## config.mk

```make
export PLATFORM = sky130hd
export DESIGN_NAME = dmem_port_arbiter
export DESIGN_NICKNAME = d
export VERILOG_FILES = /design/src/rtl/dmem_port_arbiter_pkg.sv /design/src/rtl/dmem_port_arbiter_starve_ctr.sv /design/src/rtl/dmem_port_arbiter.sv
export SDC_FILE = /design/constraint.sdc
export NUM_CORES = 1
export LEC_CHECK = 0
export ABC_AREA = 1
export BUFFER_PORTS_ARGS = -buffer_cell sky130_fd_sc_hd__buf_2
export CAP_MARGIN = 15
export CORE_MARGIN = 4
export CORE_UTILIZATION = 33
export DETAILED_ROUTE_END_ITERATION = 8
export PLACE_DENSITY = 0.84
export SYNTH_ARGS = -nofsm -noshare
export SYNTH_HDL_FRONTEND = slang
export SYNTH_HIERARCHICAL = 1
export SYNTH_SLANG_ARGS = --single-unit
```

## constraint.sdc

```tcl
create_clock -name clk -period 3.2 [get_ports clk]
set_input_delay 0.16 -clock clk [delete_from_list [all_inputs] [get_ports clk]]
set_output_delay 0.16 -clock clk [all_outputs]
set_load 0.02 [all_outputs]
```

## src/rtl/dmem_port_arbiter_pkg.sv

```systemverilog
// Shared types and defaults for the data-memory port arbiter.
package dmem_arb_pkg;

  localparam int unsigned DEF_AW       = 8;
  localparam int unsigned DEF_DW       = 8;
  localparam int unsigned DEF_MAX_WAIT = 4;

  // Which requester a returning read belongs to.
  typedef enum logic {
    OWN_CPU = 1'b0,
    OWN_DMA = 1'b1
  } owner_t;

  // One requester's request bundle at the default widths.
  typedef struct packed {
    logic              req;
    logic              we;
    logic [DEF_AW-1:0] addr;
    logic [DEF_DW-1:0] wdata;
  } req_bundle_t;

endpackage

```

## src/rtl/dmem_port_arbiter_starve_ctr.sv

```systemverilog
// Saturating DMA wait counter with a registered starvation flag.
module dmem_starve_ctr
  import dmem_arb_pkg::*;
#(
  parameter int unsigned MAX_WAIT = DEF_MAX_WAIT
) (
  input  logic clk,
  input  logic reset,
  input  logic dma_req,
  input  logic dma_gnt,
  output logic dma_starved
);

  localparam int unsigned    CW      = $clog2(MAX_WAIT + 1);
  localparam logic [CW-1:0]  CNT_MAX = CW'(MAX_WAIT);

  logic [CW-1:0] wait_cnt;
  logic [CW-1:0] cnt_next;

  // Count refused DMA cycles; any grant or dropped request starts over.
  always_comb begin
    cnt_next = wait_cnt;
    if (!dma_req || dma_gnt) begin
      cnt_next = '0;
    end else if (wait_cnt != CNT_MAX) begin
      cnt_next = wait_cnt + 1'b1;
    end
  end

  // The flag is registered from the next count so that it is high exactly
  // while wait_cnt >= MAX_WAIT, letting DMA win on the following cycle.
  always_ff @(posedge clk or posedge reset) begin
    if (reset) begin
      wait_cnt    <= '0;
      dma_starved <= 1'b0;
    end else begin
      wait_cnt    <= cnt_next;
      dma_starved <= (cnt_next >= CNT_MAX);
    end
  end

endmodule

```

## src/rtl/dmem_port_arbiter.sv

```systemverilog
// CPU/DMA arbiter for the single-port data memory. Fixed CPU priority with a
// starvation override for DMA; read data is steered back to the grant owner
// one cycle later. Define DMEM_ARB_STATS_EN to add grant/conflict counters.
module dmem_port_arbiter
  import dmem_arb_pkg::*;
#(
  parameter int unsigned AW       = DEF_AW,
  parameter int unsigned DW       = DEF_DW,
  parameter int unsigned MAX_WAIT = DEF_MAX_WAIT
) (
  input  logic          clk,
  input  logic          reset,
  input  logic          cpu_req,
  input  logic          cpu_we,
  input  logic [AW-1:0] cpu_addr,
  input  logic [DW-1:0] cpu_wdata,
  output logic          cpu_gnt,
  output logic          cpu_rvalid,
  output logic [DW-1:0] cpu_rdata,
  input  logic          dma_req,
  input  logic          dma_we,
  input  logic [AW-1:0] dma_addr,
  input  logic [DW-1:0] dma_wdata,
  output logic          dma_gnt,
  output logic          dma_rvalid,
  output logic [DW-1:0] dma_rdata,
  output logic          mem_en,
  output logic          mem_we,
  output logic [AW-1:0] mem_addr,
  output logic [DW-1:0] mem_wdata,
  input  logic [DW-1:0] mem_rdata,
  output logic          dma_starved
`ifdef DMEM_ARB_STATS_EN
  ,
  output logic [15:0]   stat_cpu_grants,
  output logic [15:0]   stat_dma_grants,
  output logic [15:0]   stat_conflicts
`endif
);

  // Request bundle at this instance's widths (mirrors req_bundle_t).
  typedef struct packed {
    logic          req;
    logic          we;
    logic [AW-1:0] addr;
    logic [DW-1:0] wdata;
  } port_req_t;

  port_req_t cpu_bus;
  port_req_t dma_bus;
  logic      rd_pend;
  owner_t    rd_owner;

  // Gather each requester's inputs into a bundle.
  always_comb begin
    cpu_bus = '{req: cpu_req, we: cpu_we, addr: cpu_addr, wdata: cpu_wdata};
    dma_bus = '{req: dma_req, we: dma_we, addr: dma_addr, wdata: dma_wdata};
  end

  // CPU wins ties unless DMA has been refused long enough; nothing is
  // granted while reset is held.
  always_comb begin
    cpu_gnt = 1'b0;
    dma_gnt = 1'b0;
    if (!reset) begin
      if (dma_bus.req && (!cpu_bus.req || dma_starved)) begin
        dma_gnt = 1'b1;
      end else if (cpu_bus.req) begin
        cpu_gnt = 1'b1;
      end
    end
  end

  // Drive the memory port from the winner; buses idle at zero.
  always_comb begin
    mem_en    = cpu_gnt | dma_gnt;
    mem_we    = 1'b0;
    mem_addr  = '0;
    mem_wdata = '0;
    if (dma_gnt) begin
      mem_we    = dma_bus.we;
      mem_addr  = dma_bus.addr;
      mem_wdata = dma_bus.wdata;
    end else if (cpu_gnt) begin
      mem_we    = cpu_bus.we;
      mem_addr  = cpu_bus.addr;
      mem_wdata = cpu_bus.wdata;
    end
  end

  // Remember whether last cycle issued a read, and for whom.
  always_ff @(posedge clk or posedge reset) begin
    if (reset) begin
      rd_pend  <= 1'b0;
      rd_owner <= OWN_CPU;
    end else begin
      rd_pend <= mem_en & ~mem_we;
      if (mem_en) begin
        rd_owner <= dma_gnt ? OWN_DMA : OWN_CPU;
      end
    end
  end

  // Steer returning read data to its owner only.
  always_comb begin
    cpu_rvalid = rd_pend && (rd_owner == OWN_CPU);
    dma_rvalid = rd_pend && (rd_owner == OWN_DMA);
    cpu_rdata  = cpu_rvalid ? mem_rdata : '0;
    dma_rdata  = dma_rvalid ? mem_rdata : '0;
  end

  dmem_starve_ctr #(
    .MAX_WAIT(MAX_WAIT)
  ) u_starve (
    .clk        (clk),
    .reset      (reset),
    .dma_req    (dma_req),
    .dma_gnt    (dma_gnt),
    .dma_starved(dma_starved)
  );

`ifdef DMEM_ARB_STATS_EN
  // Saturating activity counters for grants and contended cycles.
  always_ff @(posedge clk or posedge reset) begin
    if (reset) begin
      stat_cpu_grants <= '0;
      stat_dma_grants <= '0;
      stat_conflicts  <= '0;
    end else begin
      if (cpu_gnt && (stat_cpu_grants != '1)) begin
        stat_cpu_grants <= stat_cpu_grants + 16'd1;
      end
      if (dma_gnt && (stat_dma_grants != '1)) begin
        stat_dma_grants <= stat_dma_grants + 16'd1;
      end
      if (cpu_req && dma_req && (stat_conflicts != '1)) begin
        stat_conflicts <= stat_conflicts + 16'd1;
      end
    end
  end
`endif

endmodule

```

==> reports/summary.md <==
The flow ran to the end, and the final reports show no timing, DRC or antenna violations. The net count after synthesis came out at 168. The synthesized area per cell was 5.24 µm²; the maximum fanout count along the critical path was 17. Clock skew on the completed layout was measured at 0.00166 ns. The floorplan core area was 0.00176 mm²; the number of clock sinks seen by CTS was 5. Across every metal layer, demand over resource in global routing totals 16.5%. The data required time of the worst path is 3.04 ns. TritonCTS built the clock tree.

For this run, the number of Yosys warnings is 6. The count of vias placed by the detailed router came out at 997. The switching share of total power is 41.2%, and the largest voltage drop on the vdd net is 0.166 mV.

The total of buffers placed on input and output ports is 84. The run gives 0.203 ns as the hold slack. The initial core utilization came out at 35.7%. The cell family contributing the most delay on the critical path was buffers and inverters. After synthesis, the largest area contributor takes up 35.2% of total cell area.

Across the run, the number of max-cap violations was 0. The internal power of the cells totals 172 µW. Dividing the detail-routed wire length by the instance count gives 9.22 µm.

For this run, the top clock speed supported by timing is 532 MHz. The run gives 0 ns as the post-route setup TNS. Setup violations remaining at the end of the flow were counted as 0. CTS placed an instance of sky130_fd_sc_hd__clkbuf_4 at the clock tree root. The share of synthesized registers carrying an async set or reset was 100%. For this run the aggregate overflow at the end of global routing stands at 0. Routability-driven placement finished with a final weighted congestion of 0.688. After synthesis the netlist holds a flip-flop and latch count of 5. After the last flow step, the layout net total stands at 256.

The tools report the via count of the first global-routing pass as 939. The min-delay analysis places its worst path in the category in2reg. The share of cells above drive strength 1 came out at 45.4%.

The sequential group share of total power was 25.2%. The met3 layer usage reported by global route is 3.15%. For the pin with the worst max-slew slack, the measured transition is 0.392 ns.

The run gives 1.72 ns as the worst path arrival time. The largest stage delay on the critical path was 0.55 ns; the power spent charging and discharging nets was 120 µW. Gates resized during post-CTS repair numbered 0. For the share of total power in the clock network, the log shows 25.4%. The wire-length estimate of the detail-placed layout is 1910 µm.

After global routing, the most crowded layer is met2. The biggest area contributor in the post-synthesis netlist is sky130_fd_sc_hd__nand2_1. TritonCTS created 3 clock buffers. In the post-synthesis netlist, the biggest area contributors are sky130_fd_sc_hd__nand2_1, sky130_fd_sc_hd__dfrtp_1, sky130_fd_sc_hd__nor2_1.

The die is 51.7 µm wide. After layout, the minimum clock period comes to 1.88 ns. The die is 51.7 µm tall.

The number of hold violations in the final report came out at 0. Of the total power, combinational logic draws 49.4%. No sink is reached through more buffers than the 2 on the longest clock path. The slowest stage of the critical path is the sky130_fd_sc_hd__dlygate4sd3_1 cell.

Summed over all cells, the static leakage comes to 0.000816 µW. After synthesis, flip-flops and latches occupy 19.9% of the total area. The number of setup buffers added after CTS is 0. The initial antenna violation count was 0. The floorplan step defined a die boundary enclosing 0.00267 mm². The setup path with the least slack is of type in2out.

Synthesis produced 120 cells. The run gives 1 as the maximum level of the CTS H-tree. The number of iterations in the first detailed-routing pass was 3; the layout overhead on the synthesized area was 74.0%. The floorplan has 15 rows. The tools report the startpoint kind of the worst setup timing path as an input port. Clock-pin slew was measured on the worst setup and hold paths at 0.04 ns. Global routing used 17.3% of the available met1 tracks.

The number of buffers added to fix hold violations after cts was 1; the final count of pins violating max slew was 0. Yosys instantiated no cell more often than sky130_fd_sc_hd__nand2_1. Sorting the synthesized cells by how often they occur yields sky130_fd_sc_hd__nand2_1, sky130_fd_sc_hd__nor2_1, sky130_fd_sc_hd__inv_1. The logs give 0 for the number of antenna repair diodes and 15 for the count of different cell masters after synthesis. The tools report the capturing element type of the critical path as an output port.

The first global-routing pass estimated 3470 µm of wire. The number of buffers and inverters on the critical path is 4, and the met2 capacity usage during global routing is 31.1%. The mapped netlist covers 629 µm².

The logs give 2140 µm for the post-detailed-routing wire length and 1.99 ns for the setup slack of the most critical reg-to-reg path. For this run, design rule violations remaining after detail routing come to 0. The post-route clock period utilization works out to 58.8%.

The post-detailed-route count of antenna-violating nets is 0, and the number of design-rule violations left by the first detailed-router iteration is 14. The signal on the critical path passes through dlygate4sd3_1 -> buf_2 -> inv_2 -> nand2_2 -> a21oi_4 -> nand2_1 -> nand2_1 -> buf_2. Average vias per placed instance: 4.30.

Latest clock arrival within the worst-skew pair: 0.24 ns. The synthesized design contains 0 enable-type register cells. In the synthesized netlist the dominant register cell turns out to be sky130_fd_sc_hd__dfrtp_1. Entering global routing, the biggest net connects 20 pins. During I/O placement, the number of pins put on the boundary was 85. The headroom to the max-slew limit came out at 73.8%. The power per standard cell area is 267 mW/mm². Setup repair after global routing left no endpoint under its margin. The tools report the fill cell total of the finished layout as 186.
worst min-delay path, stage by stage:
cell	delay, ns
sky130_fd_sc_hd__buf_2	0.07
sky130_fd_sc_hd__nand3_1	0.06
sky130_fd_sc_hd__nand2_1	0.08
sky130_fd_sc_hd__nor2_1	0.04
per-layer routing:
| layer | vias up | part of all wire [%] | wire [µm] |
|---|---|---|---|
| met5 | - | 0 | 0 |
| met4 | 0 | 0.80 | 17 |
| met3 | 2 | 15 | 320 |
| met2 | 66 | 47 | 1010 |
| met1 | 408 | 37 | 790 |
| li1 | 521 | - | - |
final cells by class:
type	count	area, µm²	area share, %
Clock buffer	4	26.3	2.40
Inverter	22	82.6	7.54
Multi-Input combinational cell	91	399	36.5
Sequential cell	5	125	11.4
Tap cell	25	31.3	2.86
Timing Repair Buffer	85	430	39.3
final timing paths:
path,startpoint,to,cells after the start
max in group asynchronous,reset,u_starve/wait_cnt[0]$_DFF_PP0_,3
worst min register to register,rd_owner$_DFFE_PP0P_,rd_owner$_DFFE_PP0P_,2
min in group asynchronous,reset,rd_owner$_DFFE_PP0P_,3
worst max-delay path,reset,mem_wdata[3],8
worst max register to register,u_starve/dma_starved$_DFF_PP0_,u_starve/wait_cnt[0]$_DFF_PP0_,7
worst min-delay path,cpu_we,rd_pend$_DFF_PP0_,4
cell usage in the layout (no fill, tap or decap), drive strengths merged, types with 2 or more instances in the layout:
cell,synthesis,final
buf,2,84
dfrtp,5,5
nand2,61,61
nand3,2,2
ha,2,2
nor2,22,22
clkbuf,0,4
inv,22,22
state kept, by name, indices dropped and copies added, names as in the netlist:
register              cells
rd_pend                   1
u_starve/dma_starved      1
rd_owner                  1
u_starve/wait_cnt         2
per-stage QoR:
| step | power (µW) | area [µm²] | setup WS, ns | std cells | utilization [%] |
|---|---|---|---|---|---|
| 5_1_grt | 315 | 1090 | 1.17 | 232 | 62.1 |
| 3_5_place_dp | 219 | 1060 | 1.77 | 227 | 60.0 |
| 3_3_place_gp | 218 | 1060 | 1.79 | 227 | 60.0 |
| 4_1_cts | 297 | 1090 | 1.32 | 232 | 62.1 |
| 6_report | 292 | 1090 | 1.32 | 232 | 62.1 |
| 2_1_floorplan | 160 | 629 | 1.78 | 120 | - |
kinds of logic after synthesis:
kind of cell / after synthesis / synth area share [%]
adder cells (fa/ha/maj): 2 / 3.98
buffers and inverters: 24 / 16.7
flip-flops: 5 / 19.9
AO/OA/AOI/OAI: 2 / 3.38
AND/OR/NAND/NOR: 87 / 56.1
power groups by stage:
stage          Clock [µW]  Combinational (µW)  Sequential [µW]
2_1_floorplan           0                85.1             74.4
5_1_grt              78.8                 162             74.4
3_5_place_dp            0                 145             74.6
3_3_place_gp            0                 144             74.2
6_report             74.3                 144             73.6
4_1_cts              77.4                 146             73.6
No activity file was read; power rests on OpenSTA's default activity.
